`src/rtl/cpu_pkg.sv`:
```
// Shared definitions for the CPU control path: opcodes, ALU operation classes
// and the packed control bundle carried across the ID/EX boundary.
package cpu_pkg;

    localparam int OPW  = 6;
    localparam int AOPW = 3;

    localparam logic [OPW-1:0] OP_RTYPE = 6'b000000;
    localparam logic [OPW-1:0] OP_ADDI  = 6'b000001;
    localparam logic [OPW-1:0] OP_BEQ   = 6'b000100;
    localparam logic [OPW-1:0] OP_BNE   = 6'b000101;
    localparam logic [OPW-1:0] OP_LW    = 6'b000110;
    localparam logic [OPW-1:0] OP_SW    = 6'b000111;

    // Codes 100-111 are reserved and never produced by the decoder.
    localparam logic [AOPW-1:0] ALUOP_ADD     = 3'b000;
    localparam logic [AOPW-1:0] ALUOP_SUB_BEQ = 3'b001;
    localparam logic [AOPW-1:0] ALUOP_RTYPE   = 3'b010;
    localparam logic [AOPW-1:0] ALUOP_SUB_BNE = 3'b011;

    typedef struct packed {
        logic            regDst;
        logic            aluSrc;
        logic            memToReg;
        logic            regWrite;
        logic            memRead;
        logic            memWrite;
        logic            branch;
        logic [AOPW-1:0] aluOp;
    } ctrl_t;

    localparam ctrl_t CTRL_BUBBLE = '0;

endpackage

```
`src/rtl/control_decoder.sv`:
```
// Combinational main decoder: opcode to control bundle. Unknown opcodes decode
// to a bubble with illegal raised, so they can never write state.
module control_decoder
    import cpu_pkg::*;
(
    input  logic [OPW-1:0] opCode,
    output ctrl_t          ctrl,
    output logic           illegal
);

    always_comb begin
        ctrl    = CTRL_BUBBLE;
        illegal = 1'b0;
        case (opCode)
            OP_RTYPE: begin
                ctrl.regDst   = 1'b1;
                ctrl.regWrite = 1'b1;
                ctrl.aluOp    = ALUOP_RTYPE;
            end
            OP_ADDI: begin
                ctrl.aluSrc   = 1'b1;
                ctrl.regWrite = 1'b1;
                ctrl.aluOp    = ALUOP_ADD;
            end
            OP_BEQ: begin
                ctrl.branch = 1'b1;
                ctrl.aluOp  = ALUOP_SUB_BEQ;
            end
            OP_BNE: begin
                ctrl.branch = 1'b1;
                ctrl.aluOp  = ALUOP_SUB_BNE;
            end
            OP_LW: begin
                ctrl.aluSrc   = 1'b1;
                ctrl.memToReg = 1'b1;
                ctrl.regWrite = 1'b1;
                ctrl.memRead  = 1'b1;
                ctrl.aluOp    = ALUOP_ADD;
            end
            // Store drives regDst/memToReg low even though they are unused.
            OP_SW: begin
                ctrl.aluSrc   = 1'b1;
                ctrl.memWrite = 1'b1;
                ctrl.aluOp    = ALUOP_ADD;
            end
            default: begin
                illegal = 1'b1;
            end
        endcase
    end

endmodule

```
`src/rtl/pipeline_control_unit.sv`:
```
// ID-stage main decoder with its ID/EX control register; the hazard unit
// can hold the register (stall) or load a bubble (flush, which wins).
module pipeline_control_unit
    import cpu_pkg::*;
#(
    parameter int OPW_P  = OPW,
    parameter int AOPW_P = AOPW
) (
    input  logic              clk,
    input  logic              rstN,
    input  logic [OPW_P-1:0]  opCode,
    input  logic              stall,
    input  logic              flush,
    output logic              regDst,
    output logic              aluSrc,
    output logic              memToReg,
    output logic              regWrite,
    output logic              memRead,
    output logic              memWrite,
    output logic              branch,
    output logic [AOPW_P-1:0] aluOp,
    output logic              illegal
);

    ctrl_t decCtrl;
    logic  decIllegal;
    ctrl_t ctrlReg;
    logic  illegalReg;

    control_decoder uDecoder (
        .opCode  (opCode),
        .ctrl    (decCtrl),
        .illegal (decIllegal)
    );

    always_ff @(posedge clk or negedge rstN) begin
        if (!rstN) begin
            ctrlReg    <= CTRL_BUBBLE;
            illegalReg <= 1'b0;
        end else if (flush) begin
            ctrlReg    <= CTRL_BUBBLE;
            illegalReg <= 1'b0;
        end else if (!stall) begin
            ctrlReg    <= decCtrl;
            illegalReg <= decIllegal;
        end
    end

    assign regDst   = ctrlReg.regDst;
    assign aluSrc   = ctrlReg.aluSrc;
    assign memToReg = ctrlReg.memToReg;
    assign regWrite = ctrlReg.regWrite;
    assign memRead  = ctrlReg.memRead;
    assign memWrite = ctrlReg.memWrite;
    assign branch   = ctrlReg.branch;
    assign aluOp    = ctrlReg.aluOp;
    assign illegal  = illegalReg;

    // Structural invariants of the registered bundle.
    always @(posedge clk) begin
        if (rstN) begin
            assert (!(ctrlReg.memRead && ctrlReg.memWrite));
            assert (!ctrlReg.branch || (!ctrlReg.regWrite && !ctrlReg.memWrite));
            assert (!illegalReg || (ctrlReg == CTRL_BUBBLE));
            assert (!ctrlReg.aluOp[2]);
        end
    end

endmodule

```
`config.mk`:
```
export PLATFORM = sky130hd
export DESIGN_NAME = pipeline_control_unit
export DESIGN_NICKNAME = d
export VERILOG_FILES = /design/src/rtl/cpu_pkg.sv /design/src/rtl/control_decoder.sv /design/src/rtl/pipeline_control_unit.sv
export SDC_FILE = /design/constraint.sdc
export NUM_CORES = 1
export LEC_CHECK = 0
export BUFFER_PORTS_ARGS = -buffer_cell sky130_fd_sc_hd__buf_2
export CAP_MARGIN = 10
export CORE_AREA = 2 2 39 41
export CTS_BUF_LIST = sky130_fd_sc_hd__clkbuf_8 sky130_fd_sc_hd__clkbuf_16
export CTS_CLUSTER_SIZE = 10
export DETAILED_ROUTE_END_ITERATION = 10
export DIE_AREA = 0 0 41 43
export GPL_TIMING_DRIVEN = 0
export PLACE_DENSITY_LB_ADDON = 0.05
export SLEW_MARGIN = 20
export SYNTH_ARGS = -nofsm -noshare
export SYNTH_HDL_FRONTEND = slang
export SYNTH_SLANG_ARGS = --single-unit
```
`constraint.sdc`:
```
create_clock -name clk -period 1.75 [get_ports clk]
set_clock_uncertainty 0.05 [all_clocks]
set_input_delay 0.0875 -clock clk [delete_from_list [all_inputs] [get_ports clk]]
set_output_delay 0.0875 -clock clk [all_outputs]
set_load 0.03 [all_outputs]
```
; Yosys cells after proc, flatten, opt, wreduce, memory -nomap -nowiden
; Index checks and enable logic that the tools add are counted.
[classes]
shifts = 0
bitwise = 0
order_cmp = 0
eq_ne = 6
div = 0
reduce_logical = 5
addsub = 0
n_mux = 12
mul = 0
[ops]
columns = operator, n
row1 = == test 6 x 3 -> 1 bit (second input constant), 4
row2 = two-way mux 10 bit, 2
row3 = two-way mux 1 bit, 9
row4 = == test 6 x 1 -> 1 bit (second input constant), 1
row5 = zero test 6 bit, 1
row6 = one-hot mux 2 bit (3 select lines), 1
row7 = OR reduction 3 bit, 2
row8 = OR reduction 6 bit, 1
row9 = != test 2 x 1 -> 1 bit (second input constant), 1
row10 = OR reduction 2 bit, 1
[totals]
rom_bits = 0
ff_bits = 11
memories = 0
wordCells = 32
in_bits = 10
mem_bits_rw = 0
output_inout_bits = 11
latch_bits = 0

; Depth between registers and ports, before layout
; Gate-level depths: netlist of the first run.
[depth]
word_depth = 5
depth_mapped = 4
depth_no_buf = 3

; By module
; From an unflattened synthesis of the first run, not the netlist that was laid out.
[hier_totals]
cells_unflattened = 58
area_unflattened_um2 = 585.6
[modules_own_cells]
columns = mod, n_inst, seq_area_each_um2, area_each_um2, cells_each
row1 = pipeline_control_unit, 1, 275.3, 441.7, 35
row2 = control_decoder, 1, 0.0, 143.9, 23

; Worst setup path before layout of the first run
; No wires, ideal clock.
[synth_timing]
kind = in2reg
from = input port opCode[3]
to = register ctrlReg, in the netlist memWrite
n_path_buf = 0
arrival_ps = 1089
stages = 3
t_required_ps = 1626
slack_ps = 537
setup_ps = 74
cell_sequence = or3_4 -> or4b_4 -> o21ai_2
[synth_via]
elab_chain_cells = 4
[synth_lines]
columns = element, line_no
row1 = from (decl), pipeline_control_unit.sv:11  ; input logic [OPW_P-1:0] opCode,
row2 = == test 6 x 3 -> 1 bit, control_decoder.sv:14  ; case (opCode)
row3 = two-way mux 1 bit, control_decoder.sv:14
row4 = two-way mux 10 bit, pipeline_control_unit.sv:43  ; end else if (!stall) begin
row5 = two-way mux 10 bit, pipeline_control_unit.sv:40  ; end else if (flush) begin
row6 = to (signal assigned), pipeline_control_unit.sv:44  ; ctrlReg <= decCtrl;
row7 = to (decl), pipeline_control_unit.sv:27  ; ctrl_t ctrlReg;
; No other way between the ends. The select of a mux whose other input is x is not followed.
; A chain may end at the register's enable or synchronous reset.

; Final worst setup path of the first run
[layout_timing]
from = input port opCode[3]
to = register ctrlReg, in the netlist aluOp[0]
[layout_via]
elab_chain_cells = 4
word_cells_on_any_way = 6
classes_between = eq/ne (2) / mux (3) / reduce/logical (1)
[layout_lines]
columns = element, line_no
row1 = == test 6 x 3 -> 1 bit / zero test 6 bit (equally long branches), control_decoder.sv:14
row2 = one-hot mux 2 bit (3 select lines) (*), control_decoder.sv:14
row3 = two-way mux 10 bit (*), pipeline_control_unit.sv:43
row4 = two-way mux 10 bit (*), pipeline_control_unit.sv:40
; Mark *: on every way between the ends. The rest lies on a longest branch, timed or not. The select of a mux whose other input is x is not followed.

==> impl_metrics.py, run 1 <==
metrics = {
    "clock_network": {
        "cts_buffer_depth": 2,
        "cts_tree": "yes",
        "clock_latency_ns": 0.23,
        "clkTransAtPathRegs_ns": 0.04,
        "clock-sinks": 9,
        "cts-buffers-inserted": 3,
        "cts_root_buf": "clkbuf_8",
        "htree_levels": 1,
    },
    "sta": {
        "maxSlewViolCount": 0,
        "worst_hold_slack_ns": 0.0272,
        "finalCritPeriodShare_pct": 63.5,
        "rsz0062_at_grt": "false",
        "fmax_mhz": 900,
        "fin_setup_tns_ns": 0,
        "period_minus_slack_ns": 1.11,
        "setup_viol": 0,
        "finalHoldViolations": 0,
    },
    "critical_path": {
        "critPathKind": "in2reg",
        "rrSetupSlack_ns": 1.05,
        "timing.critical_path.arrival_ns": 1.22,
        "cp-end-kind": "flop",
        "critPathMaxFanout": 3,
        "cp_slowest_cell": "or4b_4",
        "path_buf_inv": 1,
        "cp_top_family": "simple AND/OR/NAND/NOR gates",
        "critPathLaunchType": "input pin",
        "worstPathRequired_ns": 1.85,
        "critical_path.max_stage_delay_ns": 0.51,
        "path_cells": "buf_2, or3_4, or4b_4, o21ai_1",
    },
    "routing": {
        "vias": 376,
        "drt_iter0_drc": 4,
        "wire_per_inst_um": 11.1,
        "wl_um": 944,
        "vias_per_cell": 4.42,
        "route.detailed.drc": 0,
        "firstDrtPassIters": 4,
        "drtAntennaViolNets": 0,
    },
    "synthesis": {
        "ys_types": 18,
        "syn-cell-area_um2": 455,
        "synthCells": 47,
        "synth_edf_count": 0,
        "synth_top_area_share_pct": 49.5,
        "synth_seq_area_share_pct": 49.5,
        "avgSynthCellArea_um2": 9.69,
        "synth_common_cells": "nand2_1, dfrtp_1, nor2b_1, o21ai_1, clkbuf_1",
        "synth_seq_cells": 9,
        "syn_nets": 57,
        "yosysMostFrequentCell": "nand2_1",
        "synth_ff_type": "dfrtp_1",
        "synth.yosys.warnings": 0,
        "synthArstFlopShare_pct": 100,
        "synth_area_leaders": "dfrtp_1, nand2_1, nor2b_1",
        "synth_top_cell_by_area": "dfrtp_1",
    },
    "layout": {
        "seq_area_um2": 225,
        "area_delta_synth_final_pct": 35.4,
        "diodes": 0,
        "multiInputGateArea_um2": 204,
        "n_fill_cell": 138,
        "nets": 80,
        "drive_above_1_share_pct": 42.0,
    },
    "placement": {
        "hpwl_um": 697,
        "routabilityCongestion": 0.696,
        "io_buffer_count": 17,
    },
    "run": {
        "drv_cap": 0,
    },
    "floorplan": {
        "initial_core_util_pct": 32.9,
        "core_region_area_um2": 1380,
        "die_h_um": 43,
        "die_x_um": 41,
        "ios": 21,
        "rows": 14,
        "die_area_um2": 1760,
    },
    "global_route": {
        "grt_pass1_wl_mm": 1.46,
        "track_usage_pct": 12.8,
        "antenna_found_initial": 0,
        "grt_max_degree": 10,
        "gr-total-overflow": 0,
        "grt_pass1_vias": 342,
    },
    "status": {
        "status": "completed",
    },
    "power_and_ir_drop": {
        "ir_worst_vdd_v": 0.000343,
        "power.density_nw_per_um2": 836,
        "cellLeakagePower_nw": 0.313,
    },
    "hold_path": {
        "hold_class": "in2reg",
    },
}
## cell usage in the layout (no fill, tap or decap), types with 2 or more instances in the layout
| master | n |
|---|---|
| nand2_1 | 10 |
| clkbuf_1 | 3 |
| dfrtp_1 | 9 |
| or3_4 | 2 |
| nor3_1 | 2 |
| o21ai_1 | 4 |
| buf_4 | 2 |
| a21oi_1 | 2 |
| clkbuf_8 | 3 |
| nor2b_1 | 4 |
| buf_2 | 17 |
## logic make-up after synthesis
kind of cell,Yosys count,synth area share (%)
buffers and inverters,5,5.77
DFF,9,49.5
AOI/OAI and AO/OA,10,15.9
xor gates and xnor gates,1,1.92
and+or+nand+nor,21,26.1
other,1,0.823
## power by group
group / switching [W] / internal (W)
logic: 0.0000371 / 0.0000213
clock network: 0.0000882 / 0.000156
registers: 0.00000131 / 0.000212
total: 0.000127 / 0.000389
## layer usage
metal	routed length, um	vias up	track usage, %
li1	-	199	-
met1	441	161	17.4
met2	422	16	16.6
met3	80	0	3.14
met4	0	0	10.0
met5	0	-	0
## stage by stage
step	cells	total power (W)	worst slack, ns	util [%]	instance area, um2
final	85	0.000515	0.639	44.6	617
after global routing	85	0.000537	0.595	44.6	617
after CTS	85	0.000524	0.641	44.6	617
after detailed placement	80	0.000273	0.392	40.5	561
after global placement	80	0.000273	0.411	40.5	561
after floorplan	47	0.000250	0.537	-	455
## area by class of cell
cell class / instances / share of cell area [%]
flip-flops and latches: 9 / 36.5
multi-input cells: 33 / 33.1
repair buffers: 18 / 15.4
clock buffers: 3 / 6.69
plain buffers: 5 / 4.26
well taps: 16 / 3.25
clock inverters: 1 / 0.811
## flip-flops by register name, indices dropped and copies added (netlist names)
name	count
aluOp	2
regDst	1
memWrite	1
branch	1
illegal	1
aluSrc	1
regWrite	1
memRead	1
## path summary, 6_finish.rpt
kind	startpoint	end	depth (start not counted)
max	opCode[3]	aluOp[0]	4
min	flush	illegal	2
max reg2reg	illegal	illegal	2
min reg2reg	aluOp[1]	aluOp[1]	2
max in group asynchronous	rstN	illegal	2
min in group asynchronous	rstN	regWrite	2
## repair_timing
item	in CTS	in global routing
gates resized for setup	0	0
hold buffers	1	0
hold endpoints to repair	9	0
buffers inserted	0	0
Power figures use the tool's default switching activity.
==> run 2, diff against run 1 <==
Clock period 1.75 ns to 1.01 ns, I/O delays scaled along.
==> run 2 against run 1 <==
Compared with the run above: the run now ends with setup timing left; die area unchanged; critical path depth unchanged; utilization up 2.1 points; global-route usage up 0.075 points; via count up 1.3%; combinational power up 81%; sequential cell count unchanged; register-to-register slack worse by 0.73 ns; critical endpoint is now memWrite; wire length down 4.1%; cell area up 4.7%.
==> impl_metrics.py, run 2 (same netlist as run 1, synthesis figures left out) <==
metrics = {
    "status": {
        "status": "finished, violations left",
        "violations": "setup timing",
    },
    "hold_path": {
        "min_path_cells": 2,
        "hold_end": "regDst",
        "hold_class": "in2reg",
        "min_from": "opCode[0]",
    },
    "routing": {
        "vias_per_cell": 4.43,
        "wl_um": 905,
        "vias": 381,
        "route.detailed.drc": 0,
        "drt_iter0_drc": 0,
        "firstDrtPassIters": 1,
        "drtAntennaViolNets": 0,
        "wire_per_inst_um": 10.5,
    },
    "critical_path": {
        "rrSetupSlack_ns": 0.32,
        "reg2reg_depth": 2,
        "cp-end-kind": "flop",
        "critPathMaxFanout": 3,
        "critPathKind": "in2reg",
        "r2r-start": "illegal",
        "reg2reg_to": "illegal",
        "timing.critical_path.arrival_ns": 1.18,
        "critPathLaunchType": "input pin",
        "worstPathRequired_ns": 1.12,
    },
    "run": {
        "drv_cap": 0,
    },
    "power_and_ir_drop": {
        "seq_power_share_pct": 41.9,
        "power.density_nw_per_um2": 1370,
        "p_int_w": 0.000674,
        "cellLeakagePower_nw": 0.325,
        "p_total_w": 0.000883,
        "clkPwrFrac_pct": 46.1,
        "ir_worst_vdd_v": 0.000621,
        "p_comb_share_pct": 12.1,
        "switchingPower_w": 0.000209,
        "swShare_pct": 23.7,
    },
    "layout": {
        "n_fill_cell": 145,
        "area_delta_synth_final_pct": 41.8,
        "drive_above_1_share_pct": 42.9,
        "final_cell_mix": "buf_2, nand2_1, dfrtp_1",
        "final_common_cell": "buf_2",
        "nets": 81,
        "final_util_pct": 46.7,
        "largest_register_ffs": 2,
        "diodes": 0,
        "stdcell_area_um2": 646,
    },
    "sta": {
        "setup_viol": 4,
        "setup_ws_ns": -0.0582,
        "maxSlewViolCount": 0,
        "finalCritPeriodShare_pct": 106,
        "period_minus_slack_ns": 1.07,
        "fmax_mhz": 936,
        "finalHoldViolations": 0,
        "rsz0062_at_grt": "true",
    },
    "global_route": {
        "antenna_found_initial": 0,
        "grt_max_degree": 10,
        "grt_pass1_wl_mm": 1.47,
        "grt_pass1_vias": 367,
        "track_usage_pct": 12.9,
        "gr-total-overflow": 0,
    },
    "clock_network": {
        "clock_latency_ns": 0.23,
        "clock-sinks": 9,
        "cts_setup_buffers": 0,
        "cts_root_buf": "clkbuf_8",
        "cts_tree": "yes",
        "cts-buffers-inserted": 3,
        "clkTransAtPathRegs_ns": 0.05,
        "htree_levels": 1,
        "cts_buffer_depth": 2,
    },
    "floorplan": {
        "die_area_um2": 1760,
        "core_region_area_um2": 1380,
        "ios": 21,
        "die_h_um": 43,
        "rows": 14,
        "die_x_um": 41,
        "initial_core_util_pct": 32.9,
    },
    "placement": {
        "place_ws_ns": -0.305,
        "postPlaceCellArea_um2": 561,
        "hpwl_um": 690,
        "io_buffer_count": 17,
        "routabilityCongestion": 0.695,
    },
}
[run 2: cell types whose count changed in the layout (fill, tap and decap cells not counted), sizes merged]
cell	change
clkinv	-1
dlygate4sd3	+1
inv	+1
[run 2: how the worst max path moves through the flow]
stage	cells after the start	slack, ns	end	start
after floorplan	3	-0.17	memWrite	opCode[3]
after global placement	4	-0.29	memWrite	opCode[3]
after detailed placement	4	-0.30	branch	opCode[3]
after CTS	4	-0.05	branch	opCode[3]
after global routing	4	-0.09	memWrite	opCode[3]
final	4	-0.06	memWrite	opCode[3]
[run 2: timing repair]
item                                    in CTS  in global routing
pin swaps                                    1                  0
endpoints found under the setup margin       5                  6
gates resized for setup                      1                  5
hold buffers                                 2                  0
hold endpoints to repair                    10                  0
[run 2: through the flow]
| stage | hold slack [ns] | cells | TNS (ns) |
|---|---|---|---|
| final | 0.0388 | 86 | -0.155 |
| after global routing | 0.0431 | 86 | -0.319 |
| after CTS | 0.0358 | 86 | -0.158 |
| after detailed placement | -0.131 | 80 | -1.92 |
| after global placement | -0.133 | 80 | -1.85 |
| after floorplan | -0.295 | 47 | -0.749 |
[run 2: worst max-delay path, stage by stage]
cell     delay (ns)
buf_6          0.09
or3_4          0.38
or4b_4         0.52
o21ai_2        0.14
[run 2: area by class of cell]
type                    instances  area [um2]  area share, %
plain buffers                   5        26.3           4.07
clock buffers                   3        41.3           6.40
clock inverters                 1        3.75          0.581
multi-input cells              33         211           32.8
flip-flops and latches          9         225           34.9
well taps                      16        20.0           3.10
repair buffers                 19         118           18.2
[run 2: power by group through the flow]
stage	clock network (W)	registers, W	logic [W]
2_1_floorplan	0	0.000386	0.0000477
3_3_place_gp	0	0.000375	0.0000979
3_5_place_dp	0	0.000375	0.0000988
4_1_cts	0.000419	0.000370	0.000107
5_1_grt	0.000438	0.000370	0.000119
6_report	0.000407	0.000370	0.000106
[run 2: layer usage]
metal | global-route usage (%) | share of wire [%] | vias to the layer above | wire length, um
met5 | 0 | 0 | - | 0
met4 | 8.00 | 1.5 | 0 | 14
met1 | 17.6 | 44 | 163 | 394
met2 | 16.6 | 47 | 14 | 427
met3 | 4.71 | 7.5 | 2 | 68
li1 | - | - | 202 | -
==> run 3, diff against run 2 <==
Settings changed: BUFFER_PORTS_ARGS -buffer_cell sky130_fd_sc_hd__buf_2 to -buffer_cell sky130_fd_sc_hd__clkbuf_2.
==> run 3 against run 2 <==
Compared with the run above: the flow still finishes with violations (setup timing); worst setup slack gained 0.014 ns; register-to-register slack hardly changed; cell count did not move; die area did not move; utilization down 0.72 points; wire length fell by 0.11%; sequential power hardly changed; combinational power is essentially flat; fmax is 1.3% higher; clock-buffer cell count unchanged; first-iteration DRC count is 7 higher; global-route usage decreased by 0.38 points; critical endpoint unchanged.
==> impl_metrics.py, run 3 (same netlist as run 1, synthesis figures left out) <==
metrics = {
    "status": {
        "status": "finished, violations left",
        "violations": "setup timing",
    },
    "hold_path": {
        "hold_class": "in2reg",
    },
    "sta": {
        "setup_viol": 4,
        "setup_ws_ns": -0.0444,
        "finalCritPeriodShare_pct": 104,
        "fmax_mhz": 948,
        "period_minus_slack_ns": 1.05,
        "rsz0062_at_grt": "true",
        "maxSlewViolCount": 0,
        "finalHoldViolations": 0,
    },
    "floorplan": {
        "rows": 14,
        "core_region_area_um2": 1380,
        "initial_core_util_pct": 32.9,
        "die_x_um": 41,
        "die_area_um2": 1760,
        "die_h_um": 43,
        "ios": 21,
    },
    "critical_path": {
        "rrSetupSlack_ns": 0.32,
        "critPathLaunchType": "input pin",
        "reg2reg_to": "illegal",
        "r2r-start": "illegal",
        "reg2reg_depth": 2,
        "critPathMaxFanout": 3,
        "cp-end-kind": "flop",
        "worstPathRequired_ns": 1.12,
        "crit_end": "memWrite",
        "critPathKind": "in2reg",
        "cp-startpoint": "opCode[3]",
        "timing.critical_path.arrival_ns": 1.16,
    },
    "clock_network": {
        "clock-sinks": 9,
        "cts_root_buf": "clkbuf_8",
        "cts-buffers-inserted": 3,
        "cts_tree": "yes",
        "cts_buffer_depth": 2,
        "clock_latency_ns": 0.23,
        "clkTransAtPathRegs_ns": 0.05,
        "htree_levels": 1,
    },
    "global_route": {
        "grt_max_degree": 10,
        "gr-total-overflow": 0,
        "grt_pass1_wl_mm": 1.44,
        "antenna_found_initial": 0,
        "track_usage_pct": 12.5,
        "grt_pass1_vias": 352,
    },
    "layout": {
        "nets": 81,
        "n_fill_cell": 141,
        "seq_area_um2": 225,
        "diodes": 0,
        "final_common_cell": "clkbuf_2",
        "area_delta_synth_final_pct": 39.6,
        "stdcell_area_um2": 636,
        "largest_register_ffs": 2,
        "drive_above_1_share_pct": 40.0,
        "final_cell_mix": "clkbuf_2, nand2_1, dfrtp_1",
        "multiInputGateArea_um2": 204,
    },
    "placement": {
        "postPlaceCellArea_um2": 561,
        "hpwl_um": 687,
        "routabilityCongestion": 0.694,
        "io_buffer_count": 17,
    },
    "power_and_ir_drop": {
        "clkPwrFrac_pct": 46.0,
        "cellLeakagePower_nw": 0.314,
        "switchingPower_w": 0.000206,
        "power.density_nw_per_um2": 1380,
        "seq_power_share_pct": 42.2,
        "swShare_pct": 23.5,
        "p_total_w": 0.000877,
        "p_comb_share_pct": 11.9,
        "ir_worst_vdd_v": 0.000607,
        "p_int_w": 0.000671,
    },
    "routing": {
        "drtAntennaViolNets": 0,
        "firstDrtPassIters": 3,
        "drt_iter0_drc": 7,
        "route.detailed.drc": 0,
        "vias_per_cell": 4.33,
        "wire_per_inst_um": 10.5,
        "vias": 372,
        "wl_um": 904,
    },
    "run": {
        "drv_cap": 0,
    },
}
## run 3: cell count changes in the layout (fill, tap and decap cells not counted), sizes merged
cell / before / now
clkbuf: 6 / 22
buf: 19 / 3
## run 3: layout make-up
type / instances / share of cell area, %
plain buffers: 5 / 4.13
clock buffers: 3 / 6.50
clock inverters: 1 / 0.591
multi-input cells: 33 / 32.1
flip-flops and latches: 9 / 35.4
well taps: 16 / 3.15
repair buffers: 19 / 18.1
## run 3: critical path, cell delays in order
cell and delay, ns:
clkbuf_2 0.08, or3_4 0.38, or4b_4 0.51, o21ai_2 0.14
## run 3: repair_timing
action / 4_1_cts / 5_1_grt
hold buffers: 2 / 0
cloned: 0 / 0
pin swaps: 1 / 0
buffers inserted: 0 / 0
setup endpoints to repair: 6 / 5
endpoints found under the hold margin: 10 / 0
gates resized for setup: 2 / 1
## run 3: metrics by stage
stage / TNS (ns) / worst slack, ns / hold slack, ns / instances / utilization, %
2_1_floorplan: -0.749 / -0.166 / -0.295 / 47 / -
3_3_place_gp: -1.71 / -0.274 / -0.126 / 80 / 40.5
3_5_place_dp: -1.78 / -0.282 / -0.121 / 80 / 40.5
4_1_cts: -0.140 / -0.0431 / 0.0407 / 86 / 45.8
5_1_grt: -0.271 / -0.0786 / 0.0557 / 86 / 45.9
6_report: -0.134 / -0.0444 / 0.0429 / 86 / 45.9
## run 3: worst min-delay path by stage
stage | depth (start not counted) | from | end | slack, ns
2_1_floorplan | 0 | rstN | aluOp[0] | -0.30
3_3_place_gp | 1 | rstN | aluOp[1] | -0.13
3_5_place_dp | 1 | rstN | regWrite | -0.12
4_1_cts | 2 | opCode[0] | regDst | 0.04
5_1_grt | 2 | opCode[0] | regDst | 0.06
6_report | 2 | opCode[0] | regDst | 0.04
## run 3: power groups by stage
stage	Sequential (W)	Clock, W	Combinational, W
after CTS	0.000370	0.000418	0.000105
after floorplan	0.000386	0	0.0000477
final	0.000370	0.000403	0.000104
after global routing	0.000370	0.000435	0.000117
after global placement	0.000375	0	0.0000977
after detailed placement	0.000375	0	0.0000987
## run 3: metal layers
metal  GRT usage [%]  vias to the layer above  share of wire (%)
li1                -                      200                  -
met1            18.4                      160                 45
met4            8.00                        0                  0
met2            15.6                       12                 48
met5               0                        -                  0
met3            3.14                        0                7.0
